===== src/rtl/spi_mul_ctrl_pkg.sv =====
// Shared types and constants for the SPI-driven multiplier controller.
// Frame layout: [15:12] opcode, [11:8] ignored, [7:0] data.
package spi_mul_ctrl_pkg;

    localparam int FRAME_W = 16;
    localparam int OPC_W   = 4;
    localparam int DATA_W  = 8;
    localparam int RES_W   = 16;
    localparam int CNT_W   = 8;

    localparam int OPC_MSB  = 15;
    localparam int OPC_LSB  = 12;
    localparam int DATA_MSB = 7;
    localparam int DATA_LSB = 0;

    // Status word bit positions; the low CNT_W bits carry the event counter
    localparam int ST_DONE_BIT = 15;
    localparam int ST_DROP_BIT = 14;
    localparam int ST_ERR_BIT  = 13;

    typedef enum logic [OPC_W-1:0] {
        OP_NOP         = 4'h0,
        OP_WRITE_A     = 4'h1,
        OP_WRITE_B     = 4'h2,
        OP_START       = 4'h3,
        OP_READ_RESULT = 4'h4,
        OP_READ_STATUS = 4'h5
    } opcode_e;

    typedef enum logic [1:0] {
        ST_IDLE     = 2'd0,
        ST_DECODE   = 2'd1,
        ST_MUL_WAIT = 2'd2,
        ST_TX_ARM   = 2'd3
    } state_e;

    // Assemble the status word from the sticky flags and the counter value
    function automatic logic [FRAME_W-1:0] status_word(
        input logic             done,
        input logic             drop,
        input logic             err,
        input logic [CNT_W-1:0] cnt
    );
        logic [FRAME_W-1:0] w;
        w              = '0;
        w[ST_DONE_BIT] = done;
        w[ST_DROP_BIT] = drop;
        w[ST_ERR_BIT]  = err;
        w[CNT_W-1:0]   = cnt;
        return w;
    endfunction

endpackage


===== src/rtl/spi_mul_ctrl.sv =====
// SPI command decoder driving an external 8x8 multiplier.
// Frames arrive from an SPI slave, are decoded one at a time, and replies
// are armed back into the slave's transmit register.
// Optional feature: define SPI_MUL_CTRL_ERRCNT_EN to add an 8-bit
// saturating counter of illegal opcodes and dropped frames (status[7:0]).
module spi_mul_ctrl
    import spi_mul_ctrl_pkg::*;
(
    input  logic               clk,
    input  logic               reset,
    input  logic               rx_valid,
    input  logic [FRAME_W-1:0] mosi_reg_data,
    input  logic               tx_done,
    output logic               spi_start,
    output logic [FRAME_W-1:0] miso_reg_data,
    output logic               mul_start,
    output logic [DATA_W-1:0]  mul_a,
    output logic [DATA_W-1:0]  mul_b,
    input  logic               mul_done,
    input  logic [RES_W-1:0]   mul_result,
    output logic               busy
);

    state_e             state_q, state_d;
    logic [OPC_W-1:0]   op_q, op_d;
    logic [DATA_W-1:0]  data_q, data_d;
    logic [RES_W-1:0]   result_q, result_d;
    logic               done_q, done_d;
    logic               drop_q, drop_d;
    logic               err_q, err_d;
    logic               spi_start_d;
    logic               mul_start_d;
    logic [FRAME_W-1:0] miso_d;
    logic [DATA_W-1:0]  mul_a_d, mul_b_d;
    logic [CNT_W-1:0]   cnt_val;

    // Per-cycle events feeding the sticky flags and the optional counter
    logic               illegal_evt;
    logic               drop_evt;
    logic               status_rd;

    assign busy = (state_q != ST_IDLE);

    // Next-state and next-output decode; everything defaults to hold
    always_comb begin
        state_d     = state_q;
        op_d        = op_q;
        data_d      = data_q;
        result_d    = result_q;
        done_d      = done_q;
        drop_d      = drop_q;
        err_d       = err_q;
        spi_start_d = spi_start;
        mul_start_d = 1'b0;
        miso_d      = miso_reg_data;
        mul_a_d     = mul_a;
        mul_b_d     = mul_b;
        illegal_evt = 1'b0;
        drop_evt    = 1'b0;
        status_rd   = 1'b0;

        case (state_q)
            ST_IDLE: begin
                if (rx_valid) begin
                    op_d    = mosi_reg_data[OPC_MSB:OPC_LSB];
                    data_d  = mosi_reg_data[DATA_MSB:DATA_LSB];
                    state_d = ST_DECODE;
                end
            end
            ST_DECODE: begin
                case (op_q)
                    OP_NOP: state_d = ST_IDLE;
                    OP_WRITE_A: begin
                        mul_a_d = data_q;
                        done_d  = 1'b0;
                        state_d = ST_IDLE;
                    end
                    OP_WRITE_B: begin
                        mul_b_d = data_q;
                        done_d  = 1'b0;
                        state_d = ST_IDLE;
                    end
                    OP_START: begin
                        mul_start_d = 1'b1;
                        done_d      = 1'b0;
                        state_d     = ST_MUL_WAIT;
                    end
                    OP_READ_RESULT: begin
                        miso_d      = result_q;
                        spi_start_d = 1'b1;
                        state_d     = ST_TX_ARM;
                    end
                    OP_READ_STATUS: begin
                        miso_d      = status_word(done_q, drop_q, err_q, cnt_val);
                        status_rd   = 1'b1;
                        spi_start_d = 1'b1;
                        state_d     = ST_TX_ARM;
                    end
                    default: begin
                        illegal_evt = 1'b1;
                        state_d     = ST_IDLE;
                    end
                endcase
            end
            ST_MUL_WAIT: begin
                if (mul_done) begin
                    result_d = mul_result;
                    done_d   = 1'b1;
                    state_d  = ST_IDLE;
                end
            end
            ST_TX_ARM: begin
                if (tx_done) begin
                    spi_start_d = 1'b0;
                    state_d     = ST_IDLE;
                end
            end
            default: state_d = ST_IDLE;
        endcase

        // Only IDLE accepts frames; anything arriving while busy is lost
        drop_evt = rx_valid && (state_q != ST_IDLE);

        // A status read snapshots then clears; events in the same cycle
        // happened after the snapshot, so they re-set the flags
        if (status_rd) begin
            drop_d = 1'b0;
            err_d  = 1'b0;
        end
        if (illegal_evt) err_d  = 1'b1;
        if (drop_evt)    drop_d = 1'b1;
    end

`ifdef SPI_MUL_CTRL_ERRCNT_EN
    logic [CNT_W-1:0] cnt_q, cnt_d, cnt_base;
    logic [CNT_W:0]   cnt_sum;

    // Saturating event counter; both events may land in one cycle
    always_comb begin
        cnt_base = status_rd ? '0 : cnt_q;
        cnt_sum  = {1'b0, cnt_base}
                 + {{CNT_W{1'b0}}, illegal_evt}
                 + {{CNT_W{1'b0}}, drop_evt};
        cnt_d    = cnt_sum[CNT_W] ? '1 : cnt_sum[CNT_W-1:0];
    end

    // Counter register
    always_ff @(posedge clk) begin
        if (reset) cnt_q <= '0;
        else       cnt_q <= cnt_d;
    end

    assign cnt_val = cnt_q;
`else
    assign cnt_val = '0;
`endif

    // State and output registers; reset aborts any operation in flight
    always_ff @(posedge clk) begin
        if (reset) begin
            state_q       <= ST_IDLE;
            op_q          <= '0;
            data_q        <= '0;
            result_q      <= '0;
            done_q        <= 1'b0;
            drop_q        <= 1'b0;
            err_q         <= 1'b0;
            spi_start     <= 1'b0;
            mul_start     <= 1'b0;
            miso_reg_data <= '0;
            mul_a         <= '0;
            mul_b         <= '0;
        end else begin
            state_q       <= state_d;
            op_q          <= op_d;
            data_q        <= data_d;
            result_q      <= result_d;
            done_q        <= done_d;
            drop_q        <= drop_d;
            err_q         <= err_d;
            spi_start     <= spi_start_d;
            mul_start     <= mul_start_d;
            miso_reg_data <= miso_d;
            mul_a         <= mul_a_d;
            mul_b         <= mul_b_d;
        end
    end

endmodule


===== config.mk =====
export PLATFORM = sky130hd
export DESIGN_NAME = spi_mul_ctrl
export DESIGN_NICKNAME = d
export VERILOG_FILES = /design/src/rtl/spi_mul_ctrl_pkg.sv /design/src/rtl/spi_mul_ctrl.sv
export SDC_FILE = /design/constraint.sdc
export NUM_CORES = 1
export LEC_CHECK = 0
export ABC_AREA = 1
export CAP_MARGIN = 15
export CORE_AREA = 2 2 78 80
export CTS_CLUSTER_SIZE = 40
export DETAILED_ROUTE_END_ITERATION = 8
export DIE_AREA = 0 0 80 82
export PLACE_DENSITY = 0.82
export SYNTH_ARGS = -nofsm -noshare
export SYNTH_HDL_FRONTEND = slang
export SYNTH_SLANG_ARGS = --single-unit

===== constraint.sdc =====
create_clock -name clk -period 1.8 [get_ports clk]
set_clock_uncertainty 0.1 [all_clocks]
set_input_delay 0.27 -clock clk [delete_from_list [all_inputs] [get_ports clk]]
set_output_delay 0.27 -clock clk [all_outputs]
set_load 0.005 [all_outputs]

==> results.txt <==
largest vdd supply drop = 0.513 mV
Finished Cell Area = 3510 um^2
chip height = 82 um
antenna cell count = 0
mux cell area share after synthesis = 0%
status = finished clean
Sink Count = 67
Max-cap violations = 0
Post-DP Area = 3320 um^2
Layout fillers = 518
Lkg Pwr = 1.32 nW
RSZ-0062 raised after global routing = no
vias in the first global route = 2,236
pwr/cell area = 882 nW/um^2
syn avg cell area = 7.56 um^2
Seq/Total Area, Yosys = 51.6%
crit path cell chain = inv_2 > nand2_2 > clkdlybuf4s50_1
WP data required = 1.43 ns
layout cells sized above 1 = 7.95%
number of cell rows = 28
Root Driver = clkbuf_8
min Tclk post-route = 1.73 ns
die area = 6560 um^2
final-report setup violation count = 0
mean routed wirelength per cell = 12.0 um
hpwl dp = 3890 um
remaining global-route overflow = 0
All-Layer GR Usage = 19.1%
Crit. End Element = output pin
Clk pin slew, worst setup/hold paths = 0.07 ns
Final #Nets = 448
biggest area consumer among synthesized cells = dfxtp_1
clock latency on the worst-skew pair = 0.32 ns
Fin. Hold Viols = 0
Synth Area in XOR/XNOR = 0%
Synth Warn # = 0
Post-Syn Area = 2600 um^2
Placer Congestion = 0.778
complex-gate fraction of the synthesized area = 17.4%
Remaining DRCs = 0
Clock Tree Buf Depth = 2
setup_tns = 0 ns
Slew Limit Fails = 0
max_slew headroom = 68.2%
Gate Count Post-Synth = 344
measured slew at the worst slew-check pin = 0.477 ns
WP data arrival = 1.36 ns
initial antenna violation count = 0
largest family of logic cells by synthesized area = simple AND/OR/NAND/NOR gates
routed vias = 2,378
IO Port Bufs = 67
first-pass GRT wire length = 9740 um
period utilization = 96.3%
Synth Area in Simple Gates = 21.6%
die width = 80 um
Synth top area share = 51.6%
largest net degree at the start of global routing = 55
synth unique cells = 20
top post-synthesis cells by area = dfxtp_1 (52%), a21oi_1 (9.0%), nor2_1 (8.1%), nand2_1 (7.4%), o21ai_0 (7.3%)
Startpoint Class = register
critical path peak fanout = 6
DRT Pass-1 Iters = 5
Max Fclk = 577 MHz
synthesized net count = 381
H-tree Lvls = 3
Starting Density = 45.3%
max incr delay on CP = 0.50 ns
Hold WC Path Type = reg2reg
Routed WL = 5860 um
flop and latch count out of synthesis = 67
adder-cell share of the synthesized area = 0%
CTS tree = yes
post-CTS setup buffer count = 0
slowest CP cell = clkdlybuf4s50_1
post-route antenna net violation count = 0
post-layout util = 61.1%
area delta synth->final = 35.0%
drt initial violations = 160
dpl cells = 475
total power = 3.10 mW
Layout Cells excl Fill = 490
WS Path Type = reg2out
Via density = 4.85
core area = 5750 um^2
CTS buffer count = 9
I/O pin count = 72
-- report_power, final --
| part | switching, mW | leakage [nW] | internal, mW |
|---|---|---|---|
| logic | 0.205 | 0.682 | 0.187 |
| clock network | 0.517 | 0.0953 | 0.602 |
| registers | 0.0393 | 0.545 | 1.55 |
| total | 0.761 | 1.32 | 2.34 |
-- state kept, by name (all words and copies together) (netlist names), 2 cells and up --
name and flops:
data_q 8, miso_reg_data 16, state_q 2, result_q 16
mul_a 8, mul_b 8, op_q 4
-- area by class of cell --
cell class | count | area (um^2) | share of cell area (%)
multi-input combinational | 220 | 1020 | 28.9
inverter | 38 | 143 | 4.06
clock inverter | 2 | 10.0 | 0.285
sequential | 67 | 1350 | 38.4
timing repair buffer | 75 | 731 | 20.8
clock buffer | 13 | 169 | 4.81
tap | 75 | 93.8 | 2.67
-- cells by family after synthesis --
kind of cell	count (synthesis)
compound gates	90
flops	67
buf+inv	57
simple gates	130
-- critical path, delay by kind of cell, from the launching register on --
| family | cells | cell delay, ns |
|---|---|---|
| AND/OR/NAND/NOR | 1 | 0.09 |
| flip-flops | 1 | 0.40 |
| buffers and inverters | 2 | 0.56 |
-- layer usage --
layer | vias to the layer above | GRT usage [%] | share of wire, %
met3 | 9 | 4.29 | 3.9
met2 | 42 | 31.9 | 48
li1 | 1240 | - | -
met5 | - | 0 | 0
met1 | 1087 | 23.6 | 46
met4 | 0 | 8.47 | 1.7
-- what timing repair did --
item,4_1_cts,5_1_grt
gates resized for setup,3,2
endpoints found under the setup margin,1,1
pin swaps,0,0
gates cloned,0,0
hold buffers,0,0
-- stage by stage --
stage                     setup WS, ns  hold slack, ns
after detailed placement         0.137           0.337
final                           0.0662           0.347
after floorplan                  0.489           0.239
after CTS                      0.00968           0.350
after global routing           0.00198           0.381
after global placement           0.206           0.332
-- final timing paths --
path,slack [ns],from,cells after the start,to
worst max-delay path,0.07,state_q[1],3,busy
worst min-delay path,0.35,result_q[7],2,result_q[7]
worst max register to register,0.25,op_q[2],5,miso_reg_data[8]
worst min register to register,0.35,result_q[7],2,result_q[7]
-- cell usage in the layout, fill, tap and decap left out, drive strengths merged --
cell / netlist / layout
nor3: 1 / 1
nand2: 51 / 51
buf: 9 / 8
clkbuf: 10 / 13
a21oi: 47 / 47
o211ai: 1 / 1
clkdlybuf4s50: 0 / 67
clkinv: 1 / 3
nand4: 8 / 8
o21ai: 42 / 42
inv: 37 / 37
nor2: 59 / 59
dfxtp: 67 / 67
nand3b: 2 / 2
nand3: 9 / 9
-- cells in the mapped netlist --
| master | n |
|---|---|
| o21ai_1 | 4 |
| dfxtp_1 | 67 |
| buf_2 | 4 |
| nor2_4 | 3 |
| o211ai_1 | 1 |
| inv_2 | 3 |
| buf_6 | 2 |
| nand3b_1 | 2 |
| a21oi_1 | 47 |
| nand3_2 | 2 |
| inv_1 | 34 |
| clkbuf_1 | 10 |
| buf_4 | 3 |
| o21ai_0 | 38 |
| nand2_1 | 51 |
| nor3_1 | 1 |
| nand4_1 | 8 |
| clkinv_1 | 1 |
| nor2_1 | 56 |
| nand3_1 | 7 |
Note: power is estimated with default switching activity, not from simulation.
